File: config.mk
export PLATFORM = sky130hd
export DESIGN_NAME = frame_tx_scheduler
export DESIGN_NICKNAME = d
export VERILOG_FILES = /design/src/rtl/frame_tx_scheduler.sv
export SDC_FILE = /design/constraint.sdc
export NUM_CORES = 1
export LEC_CHECK = 0
export BUFFER_PORTS_ARGS = -buffer_cell sky130_fd_sc_hd__buf_2
export CORE_MARGIN = 2
export CORE_UTILIZATION = 35
export CTS_BUF_LIST = sky130_fd_sc_hd__clkbuf_4 sky130_fd_sc_hd__clkbuf_8
export DETAILED_ROUTE_END_ITERATION = 6
export HOLD_SLACK_MARGIN = 0.02
export PLACE_DENSITY = 0.68
export SLEW_MARGIN = 10
export SYNTH_ARGS = -nofsm -noshare
export SYNTH_HDL_FRONTEND = slang
export SYNTH_SLANG_ARGS = --single-unit
File: constraint.sdc
create_clock -name RAM_Clk_Read -period 2.1 [get_ports RAM_Clk_Read]
set_input_delay 0 -clock RAM_Clk_Read [delete_from_list [all_inputs] [get_ports RAM_Clk_Read]]
set_output_delay 0 -clock RAM_Clk_Read [all_outputs]
set_load 0.01 [all_outputs]
File: src/rtl/frame_tx_scheduler.sv
// Forwards frames from a receive buffer to a byte-wide transmitter, prepending an
// optional preamble, dropping bad or out-of-range frames and spacing frames by an IFG.
module frame_tx_scheduler #(
  parameter int IFG_CYCLES  = 12,
  parameter int MIN_LEN     = 64,
  parameter int MAX_LEN     = 1518,
  parameter bit PREAMBLE_EN = 1'b1
) (
  input  logic        RAM_Clk_Read,
  input  logic        RST,
  input  logic        New_Frame,
  input  logic [10:0] FIFO_Data_Num,
  input  logic [7:0]  RAM_Dataout,
  input  logic        Frame_Bad,
  input  logic        Tx_Ready,
  output logic        RD_EN,
  output logic [7:0]  Tx_Data,
  output logic        Tx_Valid,
  output logic        Tx_SOF,
  output logic        Tx_EOF,
  output logic        Busy,
  output logic [15:0] Frame_Cnt,
  output logic [15:0] Drop_Cnt,
  output logic        Overrun
);

  typedef enum logic [2:0] {IDLE, LOAD, PRE, DATA, DRAIN, IFG} state_t;

  localparam logic [11:0] MIN_LEN_W = 12'(MIN_LEN);
  localparam logic [11:0] MAX_LEN_W = 12'(MAX_LEN);
  localparam logic [15:0] IFG_LOAD  = 16'((IFG_CYCLES > 0) ? (IFG_CYCLES - 1) : 0);

  state_t      state_reg;
  logic [10:0] len_reg;
  logic [10:0] remaining_reg;
  logic [2:0]  pre_idx_reg;
  logic [15:0] ifg_cnt_reg;
  logic        pending_reg;
  logic        overrun_reg;
  logic        beat_reg;
  logic        beat_first_reg;
  logic        beat_last_reg;
  logic [15:0] frame_cnt_reg;
  logic [15:0] drop_cnt_reg;

  logic [7:0]  pre_rom [8];
  logic        pre_beat;
  logic        rd_req;

  generate
    for (genvar gi = 0; gi < 8; gi++) begin : g_pre_rom
      assign pre_rom[gi] = (gi == 7) ? 8'hD5 : 8'h55;
    end
  endgenerate

  // Preamble beats and buffer reads are granted in the same cycle as Tx_Ready;
  // a data beat follows its read by one cycle, when RAM_Dataout becomes valid.
  assign pre_beat = (state_reg == PRE) && Tx_Ready;
  assign rd_req   = (((state_reg == DATA) && Tx_Ready) || (state_reg == DRAIN))
                    && (remaining_reg != 11'd0);

  assign RD_EN     = rd_req;
  assign Tx_Valid  = pre_beat | beat_reg;
  assign Tx_Data   = beat_reg ? RAM_Dataout : (pre_beat ? pre_rom[pre_idx_reg] : 8'h00);
  assign Tx_SOF    = (pre_beat && (pre_idx_reg == 3'd0)) || (beat_reg && beat_first_reg);
  assign Tx_EOF    = beat_reg && beat_last_reg;
  assign Busy      = (state_reg != IDLE);
  assign Frame_Cnt = frame_cnt_reg;
  assign Drop_Cnt  = drop_cnt_reg;
  assign Overrun   = overrun_reg;

  always_ff @(posedge RAM_Clk_Read) begin
    if (RST) begin
      state_reg      <= IDLE;
      len_reg        <= 11'd0;
      remaining_reg  <= 11'd0;
      pre_idx_reg    <= 3'd0;
      ifg_cnt_reg    <= 16'd0;
      pending_reg    <= 1'b0;
      overrun_reg    <= 1'b0;
      beat_reg       <= 1'b0;
      beat_first_reg <= 1'b0;
      beat_last_reg  <= 1'b0;
      frame_cnt_reg  <= 16'd0;
      drop_cnt_reg   <= 16'd0;
    end else begin
      beat_reg       <= rd_req && (state_reg == DATA);
      beat_first_reg <= !PREAMBLE_EN && (remaining_reg == len_reg);
      beat_last_reg  <= (remaining_reg == 11'd1);
      if (rd_req) begin
        remaining_reg <= remaining_reg - 11'd1;
      end

      // A second arrival while one is already queued cannot be held: flag it.
      if (New_Frame && (state_reg != IDLE)) begin
        if (pending_reg) begin
          overrun_reg <= 1'b1;
        end else begin
          pending_reg <= 1'b1;
        end
      end

      case (state_reg)
        IDLE: begin
          if (New_Frame || pending_reg) begin
            state_reg <= LOAD;
            if (!New_Frame) begin
              pending_reg <= 1'b0;
            end
          end
        end
        LOAD: begin
          len_reg       <= FIFO_Data_Num;
          remaining_reg <= FIFO_Data_Num;
          pre_idx_reg   <= 3'd0;
          if (FIFO_Data_Num == 11'd0) begin
            state_reg <= IDLE;
            if (drop_cnt_reg != 16'hFFFF) begin
              drop_cnt_reg <= drop_cnt_reg + 16'd1;
            end
          end else if (Frame_Bad || ({1'b0, FIFO_Data_Num} < MIN_LEN_W)
                       || ({1'b0, FIFO_Data_Num} > MAX_LEN_W)) begin
            state_reg <= DRAIN;
          end else begin
            state_reg <= PREAMBLE_EN ? PRE : DATA;
          end
        end
        PRE: begin
          if (Tx_Ready) begin
            pre_idx_reg <= pre_idx_reg + 3'd1;
            if (pre_idx_reg == 3'd7) begin
              state_reg <= DATA;
            end
          end
        end
        DATA: begin
          if (beat_reg && beat_last_reg) begin
            state_reg   <= (IFG_CYCLES > 0) ? IFG : IDLE;
            ifg_cnt_reg <= IFG_LOAD;
            if (frame_cnt_reg != 16'hFFFF) begin
              frame_cnt_reg <= frame_cnt_reg + 16'd1;
            end
          end
        end
        DRAIN: begin
          if (remaining_reg == 11'd1) begin
            state_reg <= IDLE;
            if (drop_cnt_reg != 16'hFFFF) begin
              drop_cnt_reg <= drop_cnt_reg + 16'd1;
            end
          end
        end
        IFG: begin
          if (ifg_cnt_reg == 16'd0) begin
            state_reg <= IDLE;
          end else begin
            ifg_cnt_reg <= ifg_cnt_reg - 16'd1;
          end
        end
        default: state_reg <= IDLE;
      endcase
    end
  end

endmodule

==> impl_results.md, run 1 <==
- Status: completed
- Antenna violations before repair: 0
- Hold Path Stages: 3
- HP Class: input pin to register
- Layout Cells excl Fill: 704
- Relative slew margins: roughly 65%
- CP Class: register to register
- 1st-pass router iterations: 4
- Post-synth top area share: a little over a third
- Synth cell types: 60
- Post-route ant nets: 0
- Initial Util: approximately 36%
- Min-delay src: FIFO_Data_Num[1]
- Cell with the most instances after synthesis: dfxtp_1
- Slew Viols, Final: 0
- Total track usage: about 18%
- Synth async-reset ratio: 0%
- Power per cell area: ~850 mW/mm²
- Hold Violations, Final: 0
- R2r startpoint: remaining_reg[1]$_SDFFE_PP0P_
- Grt total ovfl: 0
- Max frequency: between 400 and 500 MHz
- Area growth syn-to-layout: 26.1%
- RSZ-0062 raised after global routing: true
- First-pass GRT wire length: 16,600 µm
- DP HPWL: 7390 µm
- Port Buffers: 69
- Ys flop type: dfxtp_1
- First-iteration detailed-routing DRC count: 195
- WHS Endpoint: remaining_reg[1]$_SDFFE_PP0P_
- Std cell rows: 38
- CTS buffer count: 9
- Fraction of layout cells with a size suffix above 1: 27.3%
- Flops & latches, synth: 69
- Pre-CTS setup slack: -0.0237 ns
- Mean post-synth cell area: ~8.4 µm²
- Die Ht: 109 µm
- Cell taking the most area after synthesis: dfxtp_1
- Cell depth of the worst flop-to-flop path: 8
- Die ar.: 0.0118 mm²
- Static leakage: about 1.9 nW
- Die Span X: 109 µm
- Post-layout min period: approximately 2.1 ns
- Post-synth EDFFs: 0
- Clk Latency, worst-skew pair: 0.36 ns
- Final setup fails: 0
- Clock Sinks: 69
- Peak supply drop: between 0.0003 and 0.0004 V
- Routed vias/inst: 5.44
- Mapped Cells: 455
- Vias in the first global route: 3,623
- Syn nets: between 400 and 500
- Worst Path Arrival: 2.36 ns
- Final period utilization: 98.7%
- Startpoint types: register
- RR Endpoint: Drop_Cnt[3]$_SDFFE_PP0P_
- Post-Route WL: 10,100 µm
- Setup WS post-layout: between 0.02 and 0.03 ns
- Largest net degree at the start of global routing: 24
- Root Buffer: clkbuf_8
- H-tree depth: 3
- Main area contributors after synthesis: dfxtp_1 (36%), nor2_1 (5.0%), xnor2_1 (4.6%), a21oi_1 (4.2%), nor3_1 (3.0%)
- Via count: roughly 3,800
- Slew @ Worst Pin: just over 0.5 ns
- Routed WL per cell: 14.4 µm
- Max Cap Viol: 0
- Layout Skew: 0.0116 ns
- Synth Cell Area: 0.00384 mm²
- Placer Congestion: 0.863
- CTS tree: yes
- Fin nets: ~590
- Top Ports: 70
- CORE AREA: 0.0108 mm²
- Setup crit end kind: register
- # DRC: 0
- Worst-path clk slew: ~0.080 ns
- Clock buffer depth: 2
- Crit-path max FO: 6
- Worst EP required: 2.39 ns
- Diodes inserted: 0
- Inst Count DP: 674
- Seq/Total Area, Yosys: 35.9%
- YS warnings: 0
- Commonest cells post-synth: dfxtp_1 (69), nor2_1 (51), a21oi_1 (32)
- Setup slack, reg-to-reg: 0.03 ns
==> what timing repair did <==
action,CTS,global route
buffers inserted,0,6
endpoints found under the hold margin,10,0
pin swaps,1,7
hold buffers,9,0
gates resized for setup,2,23
endpoints found under the setup margin,9,20
==> kinds of logic after synthesis <==
group           synth area share (%)
simple gates                    33.6
xor+xnor                        5.70
mux                            0.879
fa+ha+maj                       2.93
buf+inv                         4.79
flops                           35.9
compound gates                  16.2
==> worst max path at each step <==
stage	start	endpoint	slack, ns	cells after the start
global placement	remaining_reg[0]$_SDFFE_PP0P_	remaining_reg[1]$_SDFFE_PP0P_	0.1	6
finish	remaining_reg[1]$_SDFFE_PP0P_	Drop_Cnt[3]$_SDFFE_PP0P_	0.03	8
floorplan	remaining_reg[0]$_SDFFE_PP0P_	remaining_reg[1]$_SDFFE_PP0P_	0.05	6
detailed placement	remaining_reg[0]$_SDFFE_PP0P_	remaining_reg[1]$_SDFFE_PP0P_	-0.02	6
CTS	remaining_reg[0]$_SDFFE_PP0P_	Drop_Cnt[4]$_SDFFE_PP0P_	0.03	6
global route	remaining_reg[1]$_SDFFE_PP0P_	Drop_Cnt[9]$_SDFFE_PP0P_	-0.05	8
==> layer usage <==
metal / up-vias / wire length, µm / track usage [%]
met5: - / 0 / 0
met4: 0 / 247 / 9.34
met3: 17 / 485 / 3.17
met2: 98 / 4790 / 28.7
met1: 1801 / 4610 / 22.2
li1: 1916 / - / -
==> area by class of cell <==
class	count	area, µm²
fillers	1080	5950
multi-input cells	354	2360
flip-flops and latches	69	1390
repair buffers	114	706
well taps	140	175
clock buffers	13	160
inverters	12	45.0
clock inverters	2	10.0
==> report_power, final <==
part	switching, mW	internal [mW]
clock	0.496	0.491
sequential	0.154	1.43
combinational	0.820	0.733
total	1.47	2.65
==> worst max-delay path, cell delays in order, from the launching register on <==
cell and delay, ns:
dfxtp_2 0.34, inv_2 0.06, ha_2 0.18, nor4bb_4 0.18, nand4_1 0.15, a21o_4 0.28, buf_4 0.16, or4_1 0.50
a21oi_1 0.15
==> per-stage QoR <==
stage | total power [mW] | setup TNS (ns) | util (%) | cell area (µm²) | hold slack [ns]
floorplan | 2.50 | 0 | - | 3840 | 0.129
global placement | 2.91 | 0 | 41.2 | 4450 | 0.281
detailed placement | 2.96 | -0.0416 | 41.2 | 4450 | 0.288
CTS | 3.98 | 0 | 43.7 | 4710 | 0.0298
global route | 4.37 | -0.367 | 44.9 | 4850 | 0.0283
finish | 4.12 | 0 | 44.9 | 4850 | 0.0265
==> cell usage in the layout, fill, tap and decap left out, types with 7 or more instances in the layout <==
cell            n
xnor2_1        20
or4_1          11
o31ai_1         8
dlygate4sd3_1   9
inv_1          11
nor4_1         10
o21ai_0        10
nor4b_1         7
nor2_1         50
dfxtp_1        66
buf_2          69
ha_1            8
nor2b_1         8
nand2_1        27
a21oi_1        30
nor3_1         23
buf_4          35
nand3_1        21
clkbuf_8       10
nand4_1        10
(Power assumes the default switching activity.)
==> run 2: changes to the inputs <==
Settings changed: ABC_AREA set to 1.
==> impl_results.md, run 2 <==
- Status: completed
- Power per cell area: 825 mW/mm² (-2.9%)
- CTS buffer count: 9 (unchanged)
- Placer Congestion: 0.870 (+0.79%)
- Routed vias/inst: 4.74 (-13%)
- Worst hold margin: 0.0359 ns (+0.00942 ns)
- Fillers: 1,235 (+14%)
- Cell with the most instances after synthesis: nand2_1
- Max frequency: 537 MHz (+11%)
- Root Buffer: clkbuf_8
- Final setup fails: 0 (unchanged)
- CP Class: register to register
- Commonest non-fill, non-tap cell in the layout: nand2_1
- Fraction of layout cells with a size suffix above 1: 15.3% (-12 points)
- Most used routing layer: met2
- Flops & latches, synth: 69 (unchanged)
- Worst EP required: 2.33 ns (-0.06 ns)
- Clock buffer depth: 2 (unchanged)
- Diodes inserted: 0 (unchanged)
- Mean post-synth cell area: 6.43 µm² (-24%)
- Syn nets: 660 (+35%)
- Startpoint types: register
- # DRC: 0 (unchanged)
- Synth Cell Area: 0.00403 mm² (+5.0%)
- First-iteration detailed-routing DRC count: 285 (+46%)
- Pre-CTS setup slack: 0.243 ns (+0.267 ns)
- Met1 Resource Use GR: 21.9% (-0.35 points)
- Slew Viols, Final: 0 (unchanged)
- CP Buf/Inv Count: 2 (unchanged)
- Port Buffers: 69 (unchanged)
- Area growth syn-to-layout: 20.0%
- Crit-path max FO: 17 (+11)
- Post-synth EDFFs: 0 (unchanged)
- Setup WS post-layout: 0.237 ns (+0.210 ns)
- Antenna violations before repair: 0 (unchanged)
- Setup TNS: 0 ns (unchanged)
- Max incr delay on CP: 0.40 ns (-0.10 ns)
- Die ar.: 0.0124 mm² (+4.8%)
- Hold Violations, Final: 0 (unchanged)
- H-tree depth: 3 (unchanged)
- CORE AREA: 0.0113 mm² (+4.9%)
- Total track usage: 16.7% (-1.0 points)
- Worst Path Arrival: 2.09 ns (-0.27 ns)
- HP Class: input pin to register
- Vias in the first global route: 3,778 (+4.3%)
- Seq/Total Area, Yosys: 34.2% (-1.7 points)
- Adder-cell share of the synthesized area: 2.79% (-0.14 points)
- Top Ports: 70 (unchanged)
- Fin nets: 742 (+25%)
- Mux cell area share after synthesis: 0% (-0.88 points)
- Post-route ant nets: 0 (unchanged)
- Initial Util: 35.6% (about the same)
- Static leakage: 2.25 nW (+18%)
- XOR/XNOR Fraction of Synth Area: 4.99% (-0.70 points)
- Clk Latency, worst-skew pair: 0.37 ns (about the same)
- Grt total ovfl: 0 (unchanged)
- Die Ht: 111 µm (+2.4%)
- Largest family of logic cells by synthesized area: simple AND/OR/NAND/NOR gates
- Die Span X: 111 µm (+2.4%)
- Worst-path clk slew: 0.08 ns (about the same)
- Routed WL per cell: 11.4 µm (-20%)
- Slew @ Worst Pin: 0.650 ns (+0.134 ns)
- Most frequent cells in the layout: nand2_1 (178), nor2_1 (82), inv_1 (77)
- Slowest CP cell: dfxtp_1
- DP HPWL: 7040 µm (-4.8%)
- Synth Area in Simple Gates: 37.0% (+3.4 points)
- Layout Skew: 0.0125 ns (+0.000940 ns)
- Relative slew margins: 56.6% (-8.1 points)
- Post-Route WL: 9810 µm (-3.1%)
- Met2 Use GR: 27.0% (-1.7 points)
- Largest net degree at the start of global routing: 41 (+71%)
- 1st-pass router iterations: 6 (+2)
- Setup crit end kind: register
- Post-synth top area share: 34.2% (-1.7 points)
- Max Cap Viol: 0 (unchanged)
- Synth async-reset ratio: 0% (unchanged)
- Commonest cells post-synth: nand2_1 (178), nor2_1 (82), inv_1 (77)
- Cell taking the most area after synthesis: dfxtp_1
- Std cell rows: 39 (+2.6%)
- Via count: 4,062 (+6.0%)
- First-pass GRT wire length: 17,300 µm (+3.6%)
- Main area contributors after synthesis: dfxtp_1 (34%), nand2_1 (17%), nor2_1 (7.6%), inv_1 (7.2%), a21oi_1 (5.3%)
- Compound-cell area share of the yosys netlist: 10.9% (-5.2 points)
- Post-layout min period: 1.86 ns (-0.210 ns)
- Critical path cell sequence: ha_1 > inv_1 > nor3_2 > nand2_1 > nor2_1 > nor2_2 > nand2_4 > inv_4 > nand2_1 > a21oi_1
- Final period utilization: 88.7% (-10 points)
- Peak supply drop: 0.000401 V (+6.0%)
- Clock Sinks: 69 (unchanged)
- Ys flop type: dfxtp_1
- YS warnings: 0 (unchanged)
- Most frequent CP cell: nand2_1
- CTS tree: yes
- Mapped Cells: 627 (+38%)
- M3 GR Usage: 3.59% (+0.42 points)
- RSZ-0062 raised after global routing: false
- CP delay by family, top: simple AND/OR/NAND/NOR gates
- Synth cell types: 40 (-33%)
[run 2: cell types whose count changed after synthesis, sizes merged, moves of 14 or more]
cell / change
nand3: +15
nand2: +157
nor2: +35
xnor2: -14
inv: +71
nor4: -15
[run 2: layout make-up]
| class | instances | area, µm² | share of cell area [%] |
|---|---|---|---|
| Multi-Input combinational cell | 462 | 2250 | 46.4 |
| Sequential cell | 69 | 1380 | 28.5 |
| Timing Repair Buffer | 84 | 485 | 10.0 |
| Inverter | 83 | 314 | 6.49 |
| Tap cell | 143 | 179 | 3.70 |
| Clock buffer | 11 | 151 | 3.13 |
| Clock inverter | 5 | 82.6 | 1.71 |
[run 2: power breakdown]
part / leakage, nW / internal [mW] / switching (mW)
registers: 0.558 / 1.43 / 0.117
logic: 1.57 / 0.399 / 0.754
clock network: 0.120 / 0.736 / 0.561
[run 2: repair_timing]
| item | in CTS | in global routing |
|---|---|---|
| hold buffers | 11 | 0 |
| hold endpoints to repair | 17 | 0 |
| setup buffers | 0 | 0 |
| resized for setup | 0 | 0 |
[run 2: per-stage QoR]
| stage | cell area (µm²) | power [mW] | util (%) | cells |
|---|---|---|---|---|
| floorplan | 4030 | 2.45 | - | 627 |
| global placement | 4500 | 2.71 | 39.7 | 830 |
| detailed placement | 4500 | 2.71 | 39.7 | 830 |
| CTS | 4840 | 4.03 | 42.8 | 857 |
| global route | 4840 | 4.29 | 42.8 | 857 |
| finish | 4840 | 3.99 | 42.8 | 857 |
[run 2: worst reg2reg max path, stage by stage, from the launching register on]
cell	delay, ns
dfxtp_1	0.40
ha_1	0.23
inv_1	0.08
nor3_2	0.20
nand2_1	0.13
nor2_1	0.16
nor2_2	0.07
nand2_4	0.19
inv_4	0.13
nand2_1	0.08
a21oi_1	0.05
[run 2: path summary, 6_finish.rpt]
| path | startpoint | endpoint | slack [ns] | depth (start not counted) |
|---|---|---|---|---|
| max | Drop_Cnt[0]$_SDFFE_PP0P_ | Drop_Cnt[12]$_SDFFE_PP0P_ | 0.24 | 10 |
| min | FIFO_Data_Num[8] | remaining_reg[8]$_SDFFE_PP0P_ | 0.04 | 5 |
| max reg2reg | Drop_Cnt[0]$_SDFFE_PP0P_ | Drop_Cnt[12]$_SDFFE_PP0P_ | 0.24 | 10 |
| min reg2reg | ifg_cnt_reg[14]$_SDFFE_PP0P_ | ifg_cnt_reg[14]$_SDFFE_PP0P_ | 0.47 | 2 |
[run 2: metal layers]
layer,wire (µm),share of wire [%]
met3,409,4.2
met5,0,0
met4,165,1.7
met1,4860,50
met2,4380,45
[run 2: logic make-up after synthesis]
group,Yosys count
AO/OA/AOI/OAI,81
XOR/XNOR,23
adder cells (fa/ha/maj),9
buffers and inverters,96
flip-flops,69
AND/OR/NAND/NOR,349
